`src/rtl/tetris_pkg.sv`:
```
// Shared definitions for the tetris line-clear block: default board size,
// one-hot state encoding and the lines-to-points table.
package tetris_pkg;

    localparam int ROWS_DEF = 16;
    localparam int COLS_DEF = 10;

    typedef enum logic [2:0] {
        ST_IDLE = 3'b001,
        ST_SCAN = 3'b010,
        ST_DONE = 3'b100
    } state_t;

    // Points awarded for the number of rows removed in one pass.
    function automatic logic [3:0] pts(input int unsigned n);
        logic [3:0] p;
        if (n == 0)      p = 4'd0;
        else if (n == 1) p = 4'd1;
        else if (n == 2) p = 4'd3;
        else if (n == 3) p = 4'd5;
        else             p = 4'd8;
        return p;
    endfunction

endpackage

```
`src/rtl/tetris_row_collapse.sv`:
```
// Combinational row removal: drops the selected row, shifts every row above
// it down by one and fills the top row with zeros. Also flags whether the
// selected row is completely occupied.
module tetris_row_collapse
    import tetris_pkg::*;
#(
    parameter int ROWS = ROWS_DEF,
    parameter int COLS = COLS_DEF,
    parameter int PW   = $clog2(ROWS)
) (
    input  logic [ROWS*COLS-1:0] board_in,
    input  logic [PW-1:0]        row,
    output logic [ROWS*COLS-1:0] board_out,
    output logic                 row_full
);

    // Rows below the removed row stay; the removed row and those above take the row above.
    always_comb begin
        board_out = '0;
        row_full  = &board_in[row*COLS +: COLS];
        for (int r = 0; r < ROWS; r++) begin
            if (PW'(r) > row) begin
                board_out[r*COLS +: COLS] = board_in[r*COLS +: COLS];
            end else if (r != 0) begin
                board_out[r*COLS +: COLS] = board_in[(r-1)*COLS +: COLS];
            end
        end
    end

endmodule

```
`src/rtl/tetris_line_clear.sv`:
```
// Line-clear engine: captures the playfield on Start, walks rows bottom-up
// one per cycle, removes full rows (rescanning the same index after each
// removal), then updates a saturating score and waits for Ack.
module tetris_line_clear
    import tetris_pkg::*;
#(
    parameter int  ROWS    = ROWS_DEF,
    parameter int  COLS    = COLS_DEF,
    parameter int  SCORE_W = 16,
    localparam int LW      = $clog2(ROWS+1)
) (
    input  logic                 Clk,
    input  logic                 Reset_n,
    input  logic                 Start,
    input  logic                 Ack,
    input  logic [ROWS*COLS-1:0] Blocks_in,
    output logic [ROWS*COLS-1:0] Blocks_out,
    output logic [LW-1:0]        Lines,
    output logic [SCORE_W-1:0]   Score,
    output logic                 q_Idle,
    output logic                 q_Scan,
    output logic                 q_Done
);

    localparam int PW = $clog2(ROWS);

    state_t                 state_q, state_d;
    logic [ROWS*COLS-1:0]   board_q, board_d;
    logic [LW-1:0]          lines_q, lines_d;
    logic [SCORE_W-1:0]     score_q, score_d;
    logic [PW-1:0]          ptr_q, ptr_d;
    logic [ROWS*COLS-1:0]   collapsed;
    logic                   row_full;

    // Score accumulation clamps at all-ones instead of wrapping.
    function automatic logic [SCORE_W-1:0] sat_add(input logic [SCORE_W-1:0] s,
                                                   input logic [3:0] p);
        logic [SCORE_W:0] sum;
        sum = {1'b0, s} + {{(SCORE_W-3){1'b0}}, p};
        return sum[SCORE_W] ? {SCORE_W{1'b1}} : sum[SCORE_W-1:0];
    endfunction

    tetris_row_collapse #(
        .ROWS (ROWS),
        .COLS (COLS),
        .PW   (PW)
    ) u_collapse (
        .board_in  (board_q),
        .row       (ptr_q),
        .board_out (collapsed),
        .row_full  (row_full)
    );

    // State register.
    always_ff @(posedge Clk or negedge Reset_n) begin
        if (!Reset_n) state_q <= ST_IDLE;
        else          state_q <= state_d;
    end

    // Next-state: leave SCAN only once row 0 has been examined and kept.
    always_comb begin
        state_d = state_q;
        unique case (state_q)
            ST_IDLE: if (Start) state_d = ST_SCAN;
            ST_SCAN: if (!row_full && ptr_q == '0) state_d = ST_DONE;
            ST_DONE: if (Ack) state_d = ST_IDLE;
            default: state_d = ST_IDLE;
        endcase
    end

    // Datapath next values: capture, collapse/step, and final scoring.
    always_comb begin
        board_d = board_q;
        lines_d = lines_q;
        score_d = score_q;
        ptr_d   = ptr_q;
        unique case (state_q)
            ST_IDLE: begin
                if (Start) begin
                    board_d = Blocks_in;
                    lines_d = '0;
                    ptr_d   = PW'(ROWS-1);
                end
            end
            ST_SCAN: begin
                if (row_full) begin
                    board_d = collapsed;
                    lines_d = lines_q + LW'(1);
                end else if (ptr_q == '0) begin
                    score_d = sat_add(score_q, pts(32'(lines_q)));
                end else begin
                    ptr_d = ptr_q - PW'(1);
                end
            end
            default: ;
        endcase
    end

    // Datapath registers.
    always_ff @(posedge Clk or negedge Reset_n) begin
        if (!Reset_n) begin
            board_q <= '0;
            lines_q <= '0;
            score_q <= '0;
            ptr_q   <= PW'(ROWS-1);
        end else begin
            board_q <= board_d;
            lines_q <= lines_d;
            score_q <= score_d;
            ptr_q   <= ptr_d;
        end
    end

    // Outputs come straight from registers.
    always_comb begin
        q_Idle     = (state_q == ST_IDLE);
        q_Scan     = (state_q == ST_SCAN);
        q_Done     = (state_q == ST_DONE);
        Blocks_out = board_q;
        Lines      = lines_q;
        Score      = score_q;
    end

endmodule

```
`config.mk`:
```
export PLATFORM = sky130hd
export DESIGN_NAME = tetris_line_clear
export DESIGN_NICKNAME = d
export VERILOG_FILES = /design/src/rtl/tetris_pkg.sv /design/src/rtl/tetris_row_collapse.sv /design/src/rtl/tetris_line_clear.sv
export SDC_FILE = /design/constraint.sdc
export NUM_CORES = 1
export LEC_CHECK = 0
export ABC_AREA = 1
export BUFFER_PORTS_ARGS = -buffer_cell sky130_fd_sc_hd__buf_4
export CORE_MARGIN = 4
export CORE_UTILIZATION = 37
export CTS_CLUSTER_DIAMETER = 200
export DETAILED_ROUTE_END_ITERATION = 6
export SLEW_MARGIN = 0
export SYNTH_ARGS = -nofsm -noshare
export SYNTH_HDL_FRONTEND = slang
export SYNTH_SLANG_ARGS = --single-unit
```
`constraint.sdc`:
```
create_clock -name Clk -period 7.7 [get_ports Clk]
set_input_delay 1.155 -clock Clk [delete_from_list [all_inputs] [get_ports Clk]]
set_output_delay 1.155 -clock Clk [all_outputs]
set_load 0.05 [all_outputs]
```
Yosys cells after proc, flatten, opt, wreduce, memory -nomap -nowiden
Index checks and enable logic that the tools add are counted.
{"block": "classes", "add_sub_neg": 3, "multipliers": 1, "n_lt_le_gt_ge": 16, "n_eq_ne": 28, "shift": 1, "muxes": 38, "n_bitwise": 1, "reduce_logical": 26}
{"op": "$mux 160", "count": 2}
{"op": "$pmux 160 s2", "count": 1}
{"op": "$mux 10", "count": 16}
{"op": "$shiftx 160x9->10", "count": 1}
{"op": "$reduce_and 4->1", "count": 17}
{"op": "$mux 4", "count": 10}
{"op": "$ne 2x2->1 const B", "count": 20}
{"op": "$gt 4x4->1 const A", "count": 8}
{"op": "$add 16x4->17", "count": 1}
{"op": "$gt 3x4->1 const A", "count": 4}
{"op": "$mux 16", "count": 1}
{"op": "$eq 5x2->1 const B", "count": 2}
{"op": "$mux 5", "count": 2}
{"op": "$pmux 5 s2", "count": 1}
{"op": "$reduce_and 10->1", "count": 1}
{"op": "$mux 3", "count": 3}
{"op": "$pmux 3 s3", "count": 1}
{"op": "$reduce_and 3->1", "count": 3}
{"op": "$gt 1x4->1 const A", "count": 2}
{"op": "$gt 2x4->1 const A", "count": 2}
{"op": "$pmux 4 s2", "count": 1}
{"op": "$mul 4x3->7 const B", "count": 1}
{"op": "$add 5x1->5 const B", "count": 1}
{"op": "$eq 5x1->1 const B", "count": 1}
{"op": "11 further kinds", "count": 12}
{"block": "totals", "ff_bits": 188, "inputBits": 164, "out_inout_bits": 184, "wordCells": 134}

Logic depth before layout (Yosys ltp)
{"block": "logic_depth", "ltp_word": 10, "mapped_depth": 18, "mapped_depth_nobuf": 18}

By module
From an unflattened synthesis, not the netlist that was laid out.
{"block": "hier_totals", "hier_cells": 2168, "area_unflattened_um2": 12986.2}
{"mod": "tetris_line_clear", "instances": 1, "cells_each": 1468, "area_per_inst_um2": 9857.0, "seq_area_each_um2": 4710.8}
{"mod": "tetris_row_collapse", "instances": 1, "cells_each": 700, "area_per_inst_um2": 3129.3, "seq_area_each_um2": 0.0}

Least setup slack after synthesis
No wires, ideal clock.
{"block": "synth_path", "path_kind": "register to register", "start": "reg lines_q[1] (netlist: Lines[1])", "end": "reg score_q[6] (netlist: Score[6])", "setup_ns": 0.120, "arrival_time_ns": 3.021, "required_ns": 7.580, "slack_ns": 4.559, "stages_incl_launch_ff": 19, "path_buffers": 1, "period_less_slack_ns": 3.141, "cell_sequence": "dfrtp_1 -> inv_1 -> ha_1 -> nor3b_1 -> nand2_1 -> nand3_1 -> nand2_1 -> inv_1 -> ha_1 -> fa_1 -> nand3_1 -> nand2_1 -> nand2_1 -> nor2_1 -> nand3_1 -> clkbuf_1 -> nand3_1 -> nand3_1 -> nand2_1"}
{"block": "synth_between", "elab_chain_cells": 10, "word_cells_on_any_way": 13, "classes_between": "add/sub: 1; eq/ne: 3; mux: 8; reduce/logical: 1"}
{"item": "start, declared", "line_no": "tetris_line_clear.sv:29", "text": "logic [LW-1:0] lines_q, lines_d;"}
{"item": "start signal, assigned", "line_no": "tetris_line_clear.sv:108", "text": "lines_q <= lines_d;"}
{"item": "$eq 5x2->1", "line_no": "tetris_pkg.sv:20", "text": "else if (n == 3) p = 4'd5;"}
{"item": "$mux 4", "line_no": "tetris_pkg.sv:20"}
{"item": "$mux 4", "line_no": "tetris_pkg.sv:19", "text": "else if (n == 2) p = 4'd3;"}
{"item": "$mux 4", "line_no": "tetris_pkg.sv:18", "text": "else if (n == 1) p = 4'd1;"}
{"item": "$mux 4 (*)", "line_no": "tetris_pkg.sv:17", "text": "if (n == 0) p = 4'd0;"}
{"item": "$mux 4 (*)", "line_no": "tetris_line_clear.sv:89", "text": "end else if (ptr_q == '0) begin"}
{"item": "$mux 4 (*)", "line_no": "tetris_line_clear.sv:86", "text": "if (row_full) begin"}
{"item": "$mux 4 (*)", "line_no": "tetris_line_clear.sv:77", "text": "unique case (state_q)"}
{"item": "$add 16x4->17 (*)", "line_no": "tetris_line_clear.sv:39", "text": "sum = {1'b0, s} + {{(SCORE_W-3){1'b0}}, p};"}
{"item": "$mux 16 (*)", "line_no": "tetris_line_clear.sv:40", "text": "return sum[SCORE_W] ? {SCORE_W{1'b1}} : sum[SCORE_W-1:0];"}
{"item": "end signal, assigned", "line_no": "tetris_line_clear.sv:109", "text": "score_q <= score_d;"}
{"item": "end, declared", "line_no": "tetris_line_clear.sv:30", "text": "logic [SCORE_W-1:0] score_q, score_d;"}
Every way passes the cells marked *; elsewhere a longest branch is shown, timed or not. The select of a mux whose other input is x is not followed.
A chain may end at the register's enable or synchronous reset.

Worst setup path in the final report
{"block": "layout_path", "start": "reg ptr_q[0]", "end": "reg board_q[119] (netlist: Blocks_out[119])"}
{"block": "layout_between", "elab_chain_cells": 5, "word_cells_on_any_way": 7, "classes_between": "mul: 1; order compare: 1; eq/ne: 2; shift: 1; reduce/logical: 2"}
{"item": "start, declared", "line_no": "tetris_line_clear.sv:31", "text": "logic [PW-1:0] ptr_q, ptr_d;"}
{"item": "start signal, assigned", "line_no": "tetris_line_clear.sv:105", "text": "ptr_q <= PW'(ROWS-1);"}
{"item": "start signal, assigned", "line_no": "tetris_line_clear.sv:110", "text": "ptr_q <= ptr_d;"}
{"item": "$mul 4x3->7", "line_no": "tetris_row_collapse.sv:20", "text": "row_full = &board_in[row*COLS +: COLS];"}
{"item": "$shiftx 160x9->10", "line_no": "tetris_row_collapse.sv:20"}
{"item": "$reduce_and 10->1", "line_no": "tetris_row_collapse.sv:20"}
{"item": "$ne 2x1->1 (no line)"}
{"item": "$reduce_and 4->1 (no line) (*)"}
{"item": "end signal, assigned", "line_no": "tetris_line_clear.sv:107", "text": "board_q <= board_d;"}
{"item": "end, declared", "line_no": "tetris_line_clear.sv:28", "text": "logic [ROWS*COLS-1:0] board_q, board_d;"}
Every way passes the cells marked *; elsewhere a longest branch is shown, timed or not.

==> out/metrics.cfg <==
[logic_synthesis]
yosys.area.top_type=dfrtp_1
syn_avg_cell_area_um2=6.665
synth-edff-count=0
synth_top_cell_area_share_pct=38.07
ys.warnings.count=0
yosys_register_bits=188
synth.area.top_cells=dfrtp_1 (38%), nand2_1 (26%), nand4_1 (7.4%)
ys_seq_area_share_pct=39.16
syn_area_mm2=0.01203
synth_cell_types=39
synthArstFlopShare_pct=100.0
ys.flop_type=dfrtp_1
syn_nets=1981
syn-instance-count=1805

[pwr]
p_per_area_mw_per_mm2=505.8
ir_drop_uv=252.1
power_leakage_nw=8.467

[grt]
grt_antenna_before_repair=0
gr-usage-all-layers_pct=25.99
grt_pass1_vias=12680
overflow=0
grt_first_pass_wirelength_um=73950
grt_max_degree=139

[sta]
worst_slew_pin_slew_ps=1166
max_freq_ghz=0.2085
period_share_pct=62.28
report.final.slew_viol_count=0
hold_viol_final=0
rsz0062_at_grt=no
period_needed_ps=4795
finClkSkew_ps=15.60
setup_tns_ps=0
setup_viol=0
relSlewSlack_pct=21.99

[die]
die_h_um=188.3
core_area_mm2=0.03180
start_util_pct=37.83
die_w_um=188.3
rows=65
die-area_mm2=0.03546
ios=348

[min_path]
worstHoldPathType=register to register
hold_end=Blocks_out[51]$_DFFE_PN0P_
hp-start=Blocks_out[51]$_DFFE_PN0P_
holdPathStages=2

[job]
maxCapViolations=0

[clock_network]
ctsHtreeMaxLevel=4
clkSinkCount=188
cts.repair.resized=0
insertion_delay_ps=440
cts_tree=done
cts_setup_buffers=0
root_buffer=clkbuf_16
ctsHoldBuffers=0
cts_buffers=17
cts.clk_slew.worst_paths_ps=70
clockBufferDepth=2

[placed_design]
dp_hpwl_um=34380
placedCellCount=2480
port_buffers=347
place_congestion=0.8886

[routing]
routed-via-count=13220
drc=0
wl_per_cell_um=18.99
wirelength_um=47680
viasPerCell=5.264
ant_nets=0
dr.pass1.iters=5
drt_iter0_drc=1070

[worst_setup_path]
cp.arrival_ps=5120
r2r_slack_ps=2900
crit_type=register to register
cp_max_fo=108
r2r_end=Blocks_out[119]$_DFFE_PN0P_
rr_startpoint=ptr_q[0]$_DFFE_PN1P_
endpoint_kind=register
worstPathRequired_ps=8020
reg2regPathDepth=14
startpoint=ptr_q[0]$_DFFE_PN1P_
start_kind=register

[layout]
area_growth_pct=27.77
n_antenna_cell=0
drive_gt1_share_pct=20.62
fin_cells=2511
nFillCells=3281
nets=2240

[outcome]
run_status=finished, final reports clean

==> kinds of logic (layout without fill, tap and decap cells) <==
family,Yosys count,after routing,share of synthesized area (%)
AND/OR/NAND/NOR,1171,1171,42.44
flip-flops,188,188,39.16
adder cells (fa/ha/maj),12,12,1.310
buffers and inverters,250,521,8.632
AO/OA/AOI/OAI,171,171,7.447
multiplexers,6,6,0.4992
XOR/XNOR,7,7,0.5096
==> area by class of cell <==
| class | count | area, um^2 | area share, % |
|---|---|---|---|
| Clock buffer | 19 | 452.9 | 2.947 |
| Clock inverter | 12 | 162.7 | 1.058 |
| Sequential cell | 188 | 4715 | 30.67 |
| Tap cell | 435 | 544.3 | 3.541 |
| Timing Repair Buffer | 358 | 2694 | 17.53 |
| Inverter | 132 | 500.5 | 3.256 |
| Multi-Input combinational cell | 1367 | 6302 | 41.00 |
==> layer usage <==
layer | share of wire, % | global-route usage, % | vias to the layer above
met1 | 44 | 36.05 | 6247
met2 | 46 | 40.96 | 542
met5 | 0 | 0 | -
met4 | 2.1 | 7.147 | 0
met3 | 8.4 | 6.095 | 57
li1 | - | - | 6372
==> worst max-delay path by stage <==
stage	depth (start not counted)	slack [ps]	end
4_1_cts	14	2940	Blocks_out[119]$_DFFE_PN0P_
3_5_place_dp	14	2960	Blocks_out[119]$_DFFE_PN0P_
5_1_grt	14	2400	Blocks_out[113]$_DFFE_PN0P_
3_3_place_gp	14	3060	Blocks_out[111]$_DFFE_PN0P_
2_1_floorplan	18	4560	Score[6]$_DFFE_PN0P_
6_report	14	2900	Blocks_out[119]$_DFFE_PN0P_
==> power breakdown <==
group / internal [mW] / total (mW) / switching, mW / leakage, nW
logic: 1.30 / 4.71 / 3.42 / 5.80
clock network: 0.533 / 0.956 / 0.423 / 0.302
registers: 1.44 / 2.10 / 0.669 / 2.37
total: 3.26 / 7.77 / 4.51 / 8.47
==> placed cells by master (no fill, tap or decap), types with 6 or more instances in the layout <==
cell type | netlist | routed
nand3_1 | 95 | 95
nor2_1 | 59 | 59
a21oi_1 | 22 | 22
nand2_1 | 832 | 831
o21ai_1 | 8 | 8
o211ai_1 | 9 | 9
or2_2 | 7 | 7
o21ai_0 | 126 | 126
nand3_4 | 10 | 11
nand4_1 | 143 | 143
buf_4 | 5 | 357
clkbuf_16 | 0 | 17
nor3_1 | 11 | 11
mux2i_1 | 6 | 6
ha_1 | 11 | 11
dfrtp_1 | 183 | 183
inv_1 | 125 | 125
==> cell usage after synthesis, types with 3 or more instances <==
| master | n |
|---|---|
| nor2_1 | 59 |
| or2_2 | 7 |
| o21ai_1 | 8 |
| nor3_1 | 11 |
| xor2_1 | 4 |
| inv_1 | 125 |
| buf_1 | 4 |
| dfstp_2 | 5 |
| dfrtp_1 | 183 |
| a21oi_1 | 22 |
| nand4_1 | 143 |
| nand2_1 | 832 |
| nand3_4 | 10 |
| o211ai_1 | 9 |
| o21ai_0 | 126 |
| buf_2 | 38 |
| nand3_2 | 6 |
| mux2i_1 | 6 |
| buf_4 | 5 |
| xnor2_1 | 3 |
| buf_6 | 3 |
| inv_2 | 5 |
| ha_1 | 11 |
| nand3_1 | 95 |
| clkbuf_1 | 67 |
==> worst max-delay path: stages, from the launching register on <==
cell     delay, ps
dfstp_4       1170
inv_2          710
nand2_1        200
nand3_1        100
o21ai_1        190
nand2_1        130
nand2_1         90
nand2_1         50
nor2_1         120
nand3_2        140
nand3_4        460
buf_4          650
nand3_2        340
nand2_1        140
nand2_1         60
==> per-stage QoR <==
| step | hold slack [ps] | power, mW | cell area [um^2] | utilization (%) | setup slack (ps) |
|---|---|---|---|---|---|
| after floorplan | 615.6 | 5.214 | 12030 | - | 4559 |
| after global placement | 485.2 | 6.756 | 14760 | 46.40 | 3055 |
| after detailed placement | 487.1 | 6.806 | 14760 | 46.40 | 2960 |
| after CTS | 505.6 | 7.780 | 15370 | 48.34 | 2944 |
| after global routing | 532.9 | 8.282 | 15370 | 48.34 | 2403 |
| final | 506.8 | 7.774 | 15370 | 48.34 | 2905 |
==> sequential cells by signal (all words and copies together) (netlist names) <==
| name | cells |
|---|---|
| Lines | 5 |
| ptr_q | 4 |
| Score | 16 |
| Blocks_out | 160 |
| state_q | 3 |
Power figures use the tool's default switching activity.
